`src/rtl/sdram_stream_adapter_pkg.sv`:
```
// Shared types and geometry for the SDRAM stream adapter.
// No logic; constants only.
// Not applicable (no handshakes).
package sdram_stream_pkg;

   localparam int SD_ADDR_W = 13;
   localparam int SD_DATA_W = 16;
   localparam int SD_WORDS  = 8192;

   typedef enum logic [1:0] {
      ST_IDLE = 2'd0,
      ST_SEL  = 2'd1,
      ST_XFER = 2'd2,
      ST_CAPT = 2'd3
   } state_e;

   typedef enum logic {
      OP_WR = 1'b0,
      OP_RD = 1'b1
   } op_e;

endpackage

```
`src/rtl/sdram_stream_adapter_if.sv`:
```
// Producer write stream, read-burst request and consumer read stream.
// Pure wiring, zero latency.
// s_wready and m_rready carry the valid/ready backpressure.
interface sdram_stream_adapter_if;
   import sdram_stream_pkg::*;

   logic [SD_DATA_W-1:0] s_wdata;
   logic                 s_wvalid;
   logic                 s_wready;
   logic                 rd_req;
   logic [7:0]           rd_len;
   logic                 rd_busy;
   logic [SD_DATA_W-1:0] m_rdata;
   logic                 m_rvalid;
   logic                 m_rready;

   // Adapter side
   modport slave (
      input  s_wdata, s_wvalid, rd_req, rd_len, m_rready,
      output s_wready, rd_busy, m_rdata, m_rvalid
   );

   // Producer / consumer side
   modport master (
      output s_wdata, s_wvalid, rd_req, rd_len, m_rready,
      input  s_wready, rd_busy, m_rdata, m_rvalid
   );
endinterface

```
`src/rtl/sdram_stream_adapter_fifo.sv`:
```
// Synchronous FIFO with occupancy count; head word is always visible.
// Write-to-read latency one cycle.
// Push ignored when full, pop ignored when empty; callers gate on count.
module sync_fifo #(
   parameter int WIDTH = 16,
   parameter int DEPTH = 4
) (
   input  logic                     clk,
   input  logic                     reset_n,
   input  logic                     push,
   input  logic [WIDTH-1:0]         push_dat,
   input  logic                     pop,
   output logic [WIDTH-1:0]         pop_dat,
   output logic [$clog2(DEPTH):0]   count
);
   localparam int AW = $clog2(DEPTH);
   localparam int CW = AW + 1;

   logic [WIDTH-1:0] mem [DEPTH];
   logic [AW-1:0]    wr_ptr;
   logic [AW-1:0]    rd_ptr;
   logic             do_push;
   logic             do_pop;

   assign do_push = push && (count != CW'(DEPTH));
   assign do_pop  = pop  && (count != '0);
   assign pop_dat = mem[rd_ptr];

   // Storage is not reset; outputs that matter are gated by count upstream.
   always_ff @(posedge clk) begin
      if (do_push) mem[wr_ptr] <= push_dat;
   end

   // Pointers wrap naturally because DEPTH is a power of two.
   always_ff @(posedge clk or negedge reset_n) begin
      if (!reset_n) begin
         wr_ptr <= '0;
         rd_ptr <= '0;
         count  <= '0;
      end else begin
         if (do_push) wr_ptr <= wr_ptr + 1'b1;
         if (do_pop)  rd_ptr <= rd_ptr + 1'b1;
         case ({do_push, do_pop})
            2'b10:   count <= count + 1'b1;
            2'b01:   count <= count - 1'b1;
            default: count <= count;
         endcase
      end
   end
endmodule

```
`src/rtl/sdram_stream_adapter.sv`:
```
// Bridges a write stream and read bursts onto a single-word SDRAM controller port.
// 3 cycles/word back-to-back (SEL,XFER,CAPT), 4 from IDLE; reads return via FIFO.
// s_wready low when write FIFO full; RD grants stall while read FIFO lacks space.
module sdram_stream_adapter
   import sdram_stream_pkg::*;
#(
   parameter int WFIFO_DEPTH = 4,
   parameter int RFIFO_DEPTH = 4
) (
   input  logic                  clk,
   input  logic                  reset_n,
   sdram_stream_adapter_if.slave bus,
   output logic                  sd_chip_sel,
   output logic                  sd_wr_en,
   output logic                  sd_rd_en,
   output logic [SD_DATA_W-1:0]  sd_data_in,
   input  logic [SD_DATA_W-1:0]  sd_data_out,
   output logic [SD_ADDR_W-1:0]  mem_ptr
);
   localparam int WCW = $clog2(WFIFO_DEPTH) + 1;
   localparam int RCW = $clog2(RFIFO_DEPTH) + 1;

   state_e               state;
   state_e               state_nxt;
   op_e                  op;
   op_e                  op_nxt;
   logic                 rdy_en;
   logic [7:0]           rd_remaining;
   logic [7:0]           rd_left;

   logic [WCW-1:0]       wbuf_count;
   logic [SD_DATA_W-1:0] wbuf_head;
   logic [RCW-1:0]       rbuf_count;
   logic [SD_DATA_W-1:0] rbuf_head;
   logic [RCW:0]         rbuf_level;

   logic wr_push, wr_pop, capt_push, rd_pop, rd_accept;
   logic wbuf_empty, wbuf_full, decide, grant_wr, grant_rd;

   assign wbuf_empty = (wbuf_count == '0);
   assign wbuf_full  = (wbuf_count == WCW'(WFIFO_DEPTH));

   assign wr_push   = bus.s_wvalid && bus.s_wready;
   assign wr_pop    = (state == ST_XFER) && (op == OP_WR);
   assign capt_push = (state == ST_CAPT) && (op == OP_RD);
   assign rd_pop    = bus.m_rvalid && bus.m_rready;
   assign rd_accept = bus.rd_req && !bus.rd_busy && (bus.rd_len != 8'd0);

   // Arbitrate on post-capture state so the word landing this cycle is counted.
   assign rd_left    = rd_remaining - {7'd0, capt_push};
   assign rbuf_level = {1'b0, rbuf_count} + {{RCW{1'b0}}, capt_push};
   assign decide     = (state == ST_IDLE) || (state == ST_CAPT);
   assign grant_wr   = !wbuf_empty;
   assign grant_rd   = (rd_left != 8'd0) && (rbuf_level < (RCW+1)'(RFIFO_DEPTH));

   sync_fifo #(.WIDTH(SD_DATA_W), .DEPTH(WFIFO_DEPTH)) u_wbuf (
      .clk      (clk),
      .reset_n  (reset_n),
      .push     (wr_push),
      .push_dat (bus.s_wdata),
      .pop      (wr_pop),
      .pop_dat  (wbuf_head),
      .count    (wbuf_count)
   );

   sync_fifo #(.WIDTH(SD_DATA_W), .DEPTH(RFIFO_DEPTH)) u_rbuf (
      .clk      (clk),
      .reset_n  (reset_n),
      .push     (capt_push),
      .push_dat (sd_data_out),
      .pop      (rd_pop),
      .pop_dat  (rbuf_head),
      .count    (rbuf_count)
   );

   // Next state: writes win the slot, then reads with guaranteed buffer room.
   always_comb begin
      state_nxt = state;
      op_nxt    = op;
      case (state)
         ST_SEL:  state_nxt = ST_XFER;
         ST_XFER: state_nxt = ST_CAPT;
         default: begin
            if (decide && grant_wr) begin
               state_nxt = ST_SEL;
               op_nxt    = OP_WR;
            end else if (decide && grant_rd) begin
               state_nxt = ST_SEL;
               op_nxt    = OP_RD;
            end else begin
               state_nxt = ST_IDLE;
            end
         end
      endcase
   end

   // State and op registers.
   always_ff @(posedge clk or negedge reset_n) begin
      if (!reset_n) begin
         state <= ST_IDLE;
         op    <= OP_WR;
      end else begin
         state <= state_nxt;
         op    <= op_nxt;
      end
   end

   // Outstanding read words: loaded on accept, counted down at each capture.
   always_ff @(posedge clk or negedge reset_n) begin
      if (!reset_n)       rd_remaining <= 8'd0;
      else if (rd_accept) rd_remaining <= bus.rd_len;
      else if (capt_push) rd_remaining <= rd_left;
   end

   // Shadow of the controller address counter, which advances once per XFER.
   always_ff @(posedge clk or negedge reset_n) begin
      if (!reset_n) begin
         mem_ptr <= '0;
      end else if (state == ST_XFER) begin
         if (mem_ptr == SD_ADDR_W'(SD_WORDS - 1)) mem_ptr <= '0;
         else                                     mem_ptr <= mem_ptr + 1'b1;
      end
   end

   // Holds s_wready low until the first clock after reset release.
   always_ff @(posedge clk or negedge reset_n) begin
      if (!reset_n) rdy_en <= 1'b0;
      else          rdy_en <= 1'b1;
   end

   assign bus.s_wready = rdy_en && !wbuf_full;
   assign bus.rd_busy  = (rd_remaining != 8'd0);
   assign bus.m_rvalid = (rbuf_count != '0);
   assign bus.m_rdata  = bus.m_rvalid ? rbuf_head : '0;

   assign sd_chip_sel = (state == ST_SEL);
   assign sd_wr_en    = (state == ST_XFER) && (op == OP_WR);
   assign sd_rd_en    = (state == ST_XFER) && (op == OP_RD);
   assign sd_data_in  = sd_wr_en ? wbuf_head : '0;
endmodule
```
`src/flat_wrapper.sv`:
```
// flat-port wrapper written by rule: the top's interface ports become plain ports
module sdram_stream_adapter_flat import sdram_stream_pkg::*;
#(
   parameter int WFIFO_DEPTH = 4,
   parameter int RFIFO_DEPTH = 4
)
  (clk, reset_n, sd_chip_sel, sd_wr_en, sd_rd_en, sd_data_in, sd_data_out, mem_ptr, bus_s_wdata, bus_s_wvalid, bus_rd_req, bus_rd_len, bus_m_rready, bus_s_wready, bus_rd_busy, bus_m_rdata, bus_m_rvalid);
  sdram_stream_adapter_if bus_i ();
  input  logic clk;
  input  logic reset_n;
  output logic sd_chip_sel;
  output logic sd_wr_en;
  output logic sd_rd_en;
  output logic [SD_DATA_W-1:0] sd_data_in;
  input  logic [SD_DATA_W-1:0] sd_data_out;
  output logic [SD_ADDR_W-1:0] mem_ptr;
  input wire logic [$bits(bus_i.s_wdata)-1:0] bus_s_wdata;
  input wire logic [$bits(bus_i.s_wvalid)-1:0] bus_s_wvalid;
  input wire logic [$bits(bus_i.rd_req)-1:0] bus_rd_req;
  input wire logic [$bits(bus_i.rd_len)-1:0] bus_rd_len;
  input wire logic [$bits(bus_i.m_rready)-1:0] bus_m_rready;
  output wire logic [$bits(bus_i.s_wready)-1:0] bus_s_wready;
  output wire logic [$bits(bus_i.rd_busy)-1:0] bus_rd_busy;
  output wire logic [$bits(bus_i.m_rdata)-1:0] bus_m_rdata;
  output wire logic [$bits(bus_i.m_rvalid)-1:0] bus_m_rvalid;
  assign bus_i.s_wdata = bus_s_wdata;
  assign bus_i.s_wvalid = bus_s_wvalid;
  assign bus_i.rd_req = bus_rd_req;
  assign bus_i.rd_len = bus_rd_len;
  assign bus_i.m_rready = bus_m_rready;
  assign bus_s_wready = bus_i.s_wready;
  assign bus_rd_busy = bus_i.rd_busy;
  assign bus_m_rdata = bus_i.m_rdata;
  assign bus_m_rvalid = bus_i.m_rvalid;
  sdram_stream_adapter #(.WFIFO_DEPTH(WFIFO_DEPTH), .RFIFO_DEPTH(RFIFO_DEPTH)) u_core (.clk(clk), .reset_n(reset_n), .bus(bus_i), .sd_chip_sel(sd_chip_sel), .sd_wr_en(sd_wr_en), .sd_rd_en(sd_rd_en), .sd_data_in(sd_data_in), .sd_data_out(sd_data_out), .mem_ptr(mem_ptr));
endmodule
```
`config.mk`:
```
export PLATFORM = sky130hd
export DESIGN_NAME = sdram_stream_adapter_flat
export DESIGN_NICKNAME = d
export VERILOG_FILES = /design/src/rtl/sdram_stream_adapter_pkg.sv /design/src/rtl/sdram_stream_adapter_if.sv /design/src/rtl/sdram_stream_adapter_fifo.sv /design/src/rtl/sdram_stream_adapter.sv /design/src/flat_wrapper.sv
export SDC_FILE = /design/constraint.sdc
export NUM_CORES = 1
export LEC_CHECK = 0
export BUFFER_PORTS_ARGS = -buffer_cell sky130_fd_sc_hd__clkbuf_2
export CAP_MARGIN = 25
export CORE_ASPECT_RATIO = 0.5
export CORE_UTILIZATION = 45
export CTS_BUF_LIST = sky130_fd_sc_hd__clkbuf_2
export DETAILED_ROUTE_END_ITERATION = 7
export SYNTH_ARGS = -nofsm -noshare
export SYNTH_HDL_FRONTEND = slang
export SYNTH_SLANG_ARGS = --single-unit
```
`constraint.sdc`:
```
create_clock -name clk -period 3.12 [get_ports clk]
set_clock_uncertainty 0.05 [all_clocks]
set_input_delay 0.312 -clock clk [delete_from_list [all_inputs] [get_ports clk]]
set_output_delay 0.312 -clock clk [all_outputs]
set_load 0.005 [all_outputs]
```
# After elaboration in Yosys (flattened, before gate mapping)
# Memory sizes are Yosys's and may differ from the RTL's.
# Index checks and enable logic that the tools add are counted.
# op_classes
mux	16
magnitude_cmp	1
n_bitwise	2
reduce_logical	32
add_sub_neg	11
n_eq_ne	11
# ops
operator	n
$mux W16	2
$reduce_bool A8 Y1	3
$mux W8	2
$logic_and A1 B1 Y1	15
$add A13 B1 Y13 const B	1
$eq A13 B13 Y1 const B	1
$mux W13	1
$pmux W3 S2	2
$add A2 B1 Y2 const B	4
$eq A2 B2 Y1 const B	4
$reduce_bool A2 Y1	4
$sub A8 B1 Y8	1
$mux W1	7
$add A3 B1 Y3 const B	2
$eq A2 B1 Y1 const B	3
$ne A3 B3 Y1 const B	2
$reduce_bool A3 Y1	2
$sub A3 B1 Y3 const B	2
$add A3 B1 Y4	1
$lt A4 B3 Y1 const B	1
$pmux W2 S2	1
$eq A3 B3 Y1 const B	1
$logic_not A1 Y1	3
$logic_not A3 Y1	1
6 further kinds	7
# totals
n_memories	2
out_inout_bits	51
ram_bits	128
inputBits	45
word_cells	86
regBits	39
# memory_table
name	depth	width	read_ports	rd_clocked_by_memory_dff	write_ports	line	text
u_core.u_rbuf.mem	4	16	1	0	1	sdram_stream_adapter_fifo.sv:19	logic [WIDTH-1:0] mem [DEPTH];
u_core.u_wbuf.mem	4	16	1	0	1	sdram_stream_adapter_fifo.sv:19	

# Logic depth before layout (Yosys ltp)
# depth
depth_word	9
depth_mapped	11
ltp_nobuf	10

# Modules after synthesis
# A second synthesis with hierarchy kept.
# hier_totals
cells_unflattened	429
hier_area_um2	7225.7
# modules_own_cells
module	n_inst	seq_area_each_um2	cells_each	area_per_inst_um2
sync_fifo	2	2097.0	121	2766.4
sdram_stream_adapter	1	625.6	187	1692.9

# Least setup slack after synthesis
# Ideal clock, no wire load.
# synth_timing
kind	register to register
start	register u_core.state[0]
end	register u_core.u_wbuf.count[2]
synth_period_minus_slack_ns	2.353
arrival_ns	2.223
required_time_ns	2.991
n_path_buf	1
setup_time_ns	0.079
stages_incl_launch_ff	12
path_slack_ns	0.767
path_cell_list	dfrtp_1 inv_1 ha_1 clkbuf_1 nand2b_1 nor2_1 ha_1 inv_1 fa_1 xor2_1 nor2_1 xor2_1
# synth_between
elab_chain_cells	5
word_cells_on_any_way	7
classes_between	3 x eq/ne; 1 x mux; 3 x reduce/logical
# synth_rtl
item	line	text
from (decl)	sdram_stream_adapter.sv:23	state_e state;
from (signal assigned)	sdram_stream_adapter.sv:103	state <= state_nxt;
$eq A2 B2 Y1 (*)	sdram_stream_adapter.sv:44	assign wr_pop = (state == ST_XFER) && (op == OP_WR);
$logic_and A1 B1 Y1 (*)	sdram_stream_adapter.sv:44	
$logic_and A1 B1 Y1 (*)	sdram_stream_adapter_fifo.sv:26	assign do_pop = pop && (count != '0);
via u_core.u_wbuf.do_pop	sdram_stream_adapter_fifo.sv:23	logic do_pop;
$eq A2 B1 Y1 / $eq A2 B2 Y1 (equally long branches)	sdram_stream_adapter_fifo.sv:43	case ({do_push, do_pop})
$pmux W3 S2 / $reduce_bool A2 Y1 (equally long branches)	-	
to (signal assigned)	sdram_stream_adapter_fifo.sv:44	2'b10: count <= count + 1'b1;
to (signal assigned)	sdram_stream_adapter_fifo.sv:45	2'b01: count <= count - 1'b1;
to (signal assigned)	sdram_stream_adapter_fifo.sv:46	default: count <= count;
to (decl)	sdram_stream_adapter_fifo.sv:14	output logic [$clog2(DEPTH):0] count
# The timed path passes the listed nets; every way through them passes the cells marked *.
# A chain may end at the register's enable or synchronous reset.

# Final worst setup path
# layout_timing
start	register u_core.rd_remaining[2]
end	register u_core.rd_remaining[5]
# layout_between
elab_chain_cells	5
word_cells_on_any_way	8
classes_between	1 x add/sub; 2 x mux; 5 x reduce/logical
# layout_rtl
item	line	text
from (decl)	sdram_stream_adapter.sv:28	logic [7:0] rd_remaining;
from (signal assigned)	sdram_stream_adapter.sv:111	else if (rd_accept) rd_remaining <= bus.rd_len;
from (signal assigned)	sdram_stream_adapter.sv:112	else if (capt_push) rd_remaining <= rd_left;
branches (longest 5 deep; another with $sub A8 B1 Y8)	-	
# Several ways; the timed one is not identified. The select of a mux whose other input is x is not followed.

==> impl_metrics.ini <==
[place]
dp_hpwl_mm = 7.99
placed_cell_area_sq_um = 7760
pre_cts_ws_ps = 761
io_buffers = 95
place_congestion = 0.734
place_inst = 713

[global_route]
grt_max_degree = 21
grt-ovfl-total = 0
grtUsageTotal_pct = 17.2
grt_pass1_wl_mm = 20.5
grt_pass1_vias = 4058
antenna_found_initial = 0

[floorplanning]
die_x_um = 179
dieArea_sq_um = 16100
num_io_pins = 96
fp-row-count = 31
core_area_sq_um = 14900
initial_core_util_pct = 47.3
dieHeight_um = 90.3

[sta]
setup_viol_count_final = 0
whs_ps = 228
min_period_ps = 2830
drv_slew = 0
tightestPinTransition_ps = 913
relSlewSlack_pct = 38.9
fin_setup_tns_ps = 0
rsz0062_at_grt = false
layout_setup_ws_ps = 293
hold_violations = 0
finalCritPeriodShare_pct = 90.6
max_freq_ghz = 0.354

[synthesis]
synth-seq-cells = 167
synthCells = 422
synth.avg_cell_area_sq_um = 16.6
yosys.cell_types.count = 40
synth_top_area_cell = edfxtp_1
synthTopCellsByArea = edfxtp_1 (55%), dfrtp_1 (14%), mux4_2 (10%), ha_1 (3.0%), xnor2_1 (2.4%)
synth_top_area_share_pct = 54.7
yosysSeqAreaShare_pct = 68.7
ys.flop_type = edfxtp_1
synth-async-reset-ratio_pct = 23.4
syn_area_sq_um = 7020
synth_commonest_cells = edfxtp_1 (128), dfrtp_1 (39), mux4_2 (32)
ys_warn_count = 0
syn_nets = 486
synth-edff-count = 128
synth.most_common_cell = edfxtp_1

[worst_setup_path]
r2r-start = u_core.rd_remaining[2]$_DFFE_PN0P_
path_class = flip-flop to flip-flop
cp_data_required_time_ps = 3670
cp.arrival_ps = 3380
cp-startpoint = u_core.rd_remaining[2]$_DFFE_PN0P_
crit_fanout = 8
worstSetupEndpointType = flip-flop
cp-start-kind = flip-flop

[layout]
area_delta_synth_final_pct = 21.8
antenna_cells = 0
stdcell_count = 797
drive_gt1_share_pct = 30.2
fill_cells = 1210
finalCoreUtilization_pct = 57.6
nets = 650
final_cell_area_sq_um = 8550

[run]
cap_violations = 0

[detailed_routing]
detail-route-antenna-nets = 0
routedWlPerCell_um = 15.9
drt_wl_total_mm = 12.7
drc_errors = 0
num_vias = 3942
routed_via_density = 4.95
drtPass1Iterations = 4
drt_iter0_markers = 175

[power_and_ir_drop]
p_total_mw = 6.20
leakage_nw = 3.25
peakVddDrop_mv = 0.317
power_density_nw_per_um2 = 725

[worst_hold_path]
hp-start = bus_rd_len[7]
hold_class = primary input to flip-flop

[clock_network]
cts_root_buf = clkbuf_2
cts.sinks = 167
clk_latency_ps = 690
cts_buffer_depth = 2
cts_tree = yes
clk_pin_slew_ps = 240
h-tree-depth = 4
cts_buffers = 17

[run_status]
status = complete, no violations
[worst paths after layout]
path                                                            end  slack, ps  depth (start not counted)
worst max-delay path             u_core.rd_remaining[5]$_DFFE_PN0P_        290                          6
worst min-delay path             u_core.rd_remaining[7]$_DFFE_PN0P_        230                          5
worst max register to register   u_core.rd_remaining[5]$_DFFE_PN0P_        290                          6
worst min register to register       u_core.mem_ptr[10]$_DFFE_PN0P_        460                          1
max in group asynchronous       u_core.u_wbuf.wr_ptr[1]$_DFFE_PN0P_       1130                          4
min in group asynchronous             u_core.mem_ptr[9]$_DFFE_PN0P_        610                          4
[cell usage in the layout, fill, tap and decap left out, types with 3 or more instances in the layout]
cell type      count
and3_1             5
a21oi_2            4
mux2_2             3
dfrtp_1           39
inv_1             22
or4_1              3
nand4_1            6
buf_4             13
nor2_1            21
mux4_2            32
ha_1              17
nand2_1           16
clkinvlp_4         3
dlygate4sd3_1     52
nand2b_1           3
nor2b_1           16
and2_1            23
a31oi_1            4
clkbuf_2         117
nor3_1             4
xnor2_1           19
bufinv_16          4
xor2_1            10
edfxtp_1         128
o21ai_0            8
nand3_1            4
[routing by layer]
metal  part of all wire, %  global-route usage, %
met1                    47                   22.0
met2                    49                   28.2
met3                   3.4                   5.05
met4                  0.79                   5.30
met5                     0                      0
[state kept, by name, indices dropped and copies added (netlist names)]
| register | cells |
|---|---|
| u_core.u_rbuf.wr_ptr | 2 |
| u_core.state | 2 |
| u_core.u_wbuf.mem | 64 |
| u_core.u_wbuf.rd_ptr | 2 |
| u_core.op | 1 |
| u_core.u_rbuf.count | 3 |
| u_core.rdy_en | 1 |
| u_core.mem_ptr | 13 |
| u_core.rd_remaining | 8 |
| u_core.u_wbuf.wr_ptr | 2 |
| u_core.u_rbuf.rd_ptr | 2 |
| u_core.u_rbuf.mem | 64 |
| u_core.u_wbuf.count | 3 |
[power breakdown]
part	switching (mW)	internal [mW]	leakage, nW	total [mW]
logic	0.885	1.06	1.46	1.95
registers	0.284	2.72	1.63	3.00
clock network	0.709	0.536	0.158	1.25
total	1.88	4.32	3.25	6.20
[final cells by class]
| cell class | instances | area, sq um | share of cell area [%] |
|---|---|---|---|
| multi-input combinational | 218 | 2040 | 23.9 |
| inverter | 22 | 82.6 | 0.966 |
| tap | 198 | 248 | 2.90 |
| timing repair buffer | 160 | 1090 | 12.8 |
| sequential | 167 | 4820 | 56.4 |
| clock buffer | 22 | 110 | 1.29 |
| clock inverter | 10 | 156 | 1.83 |
[critical path: stages (launching register included)]
cell           delay [ps]
dfrtp_1               530
nor4_2                430
o2111ai_2             330
nor2_1                190
dlygate4sd3_1         590
a21oi_2                40
dlygate4sd3_1         570
[timing repair]
item	CTS	global route
resized for setup	0	0
setup buffers	0	0
endpoints found under the hold margin	182	10
hold buffers	51	1
[cell families after synthesis]
group           count (synthesis)  synth area share (%)
flops                         167                  68.7
simple gates                  110                  8.66
buf+inv                        37                  2.28
mux                            36                  10.9
xor+xnor                       29                  3.62
compound gates                 23                  2.25
fa+ha+maj                      19                  3.60
other cells                     1                0.0534
Power figures use the tool's default switching activity.
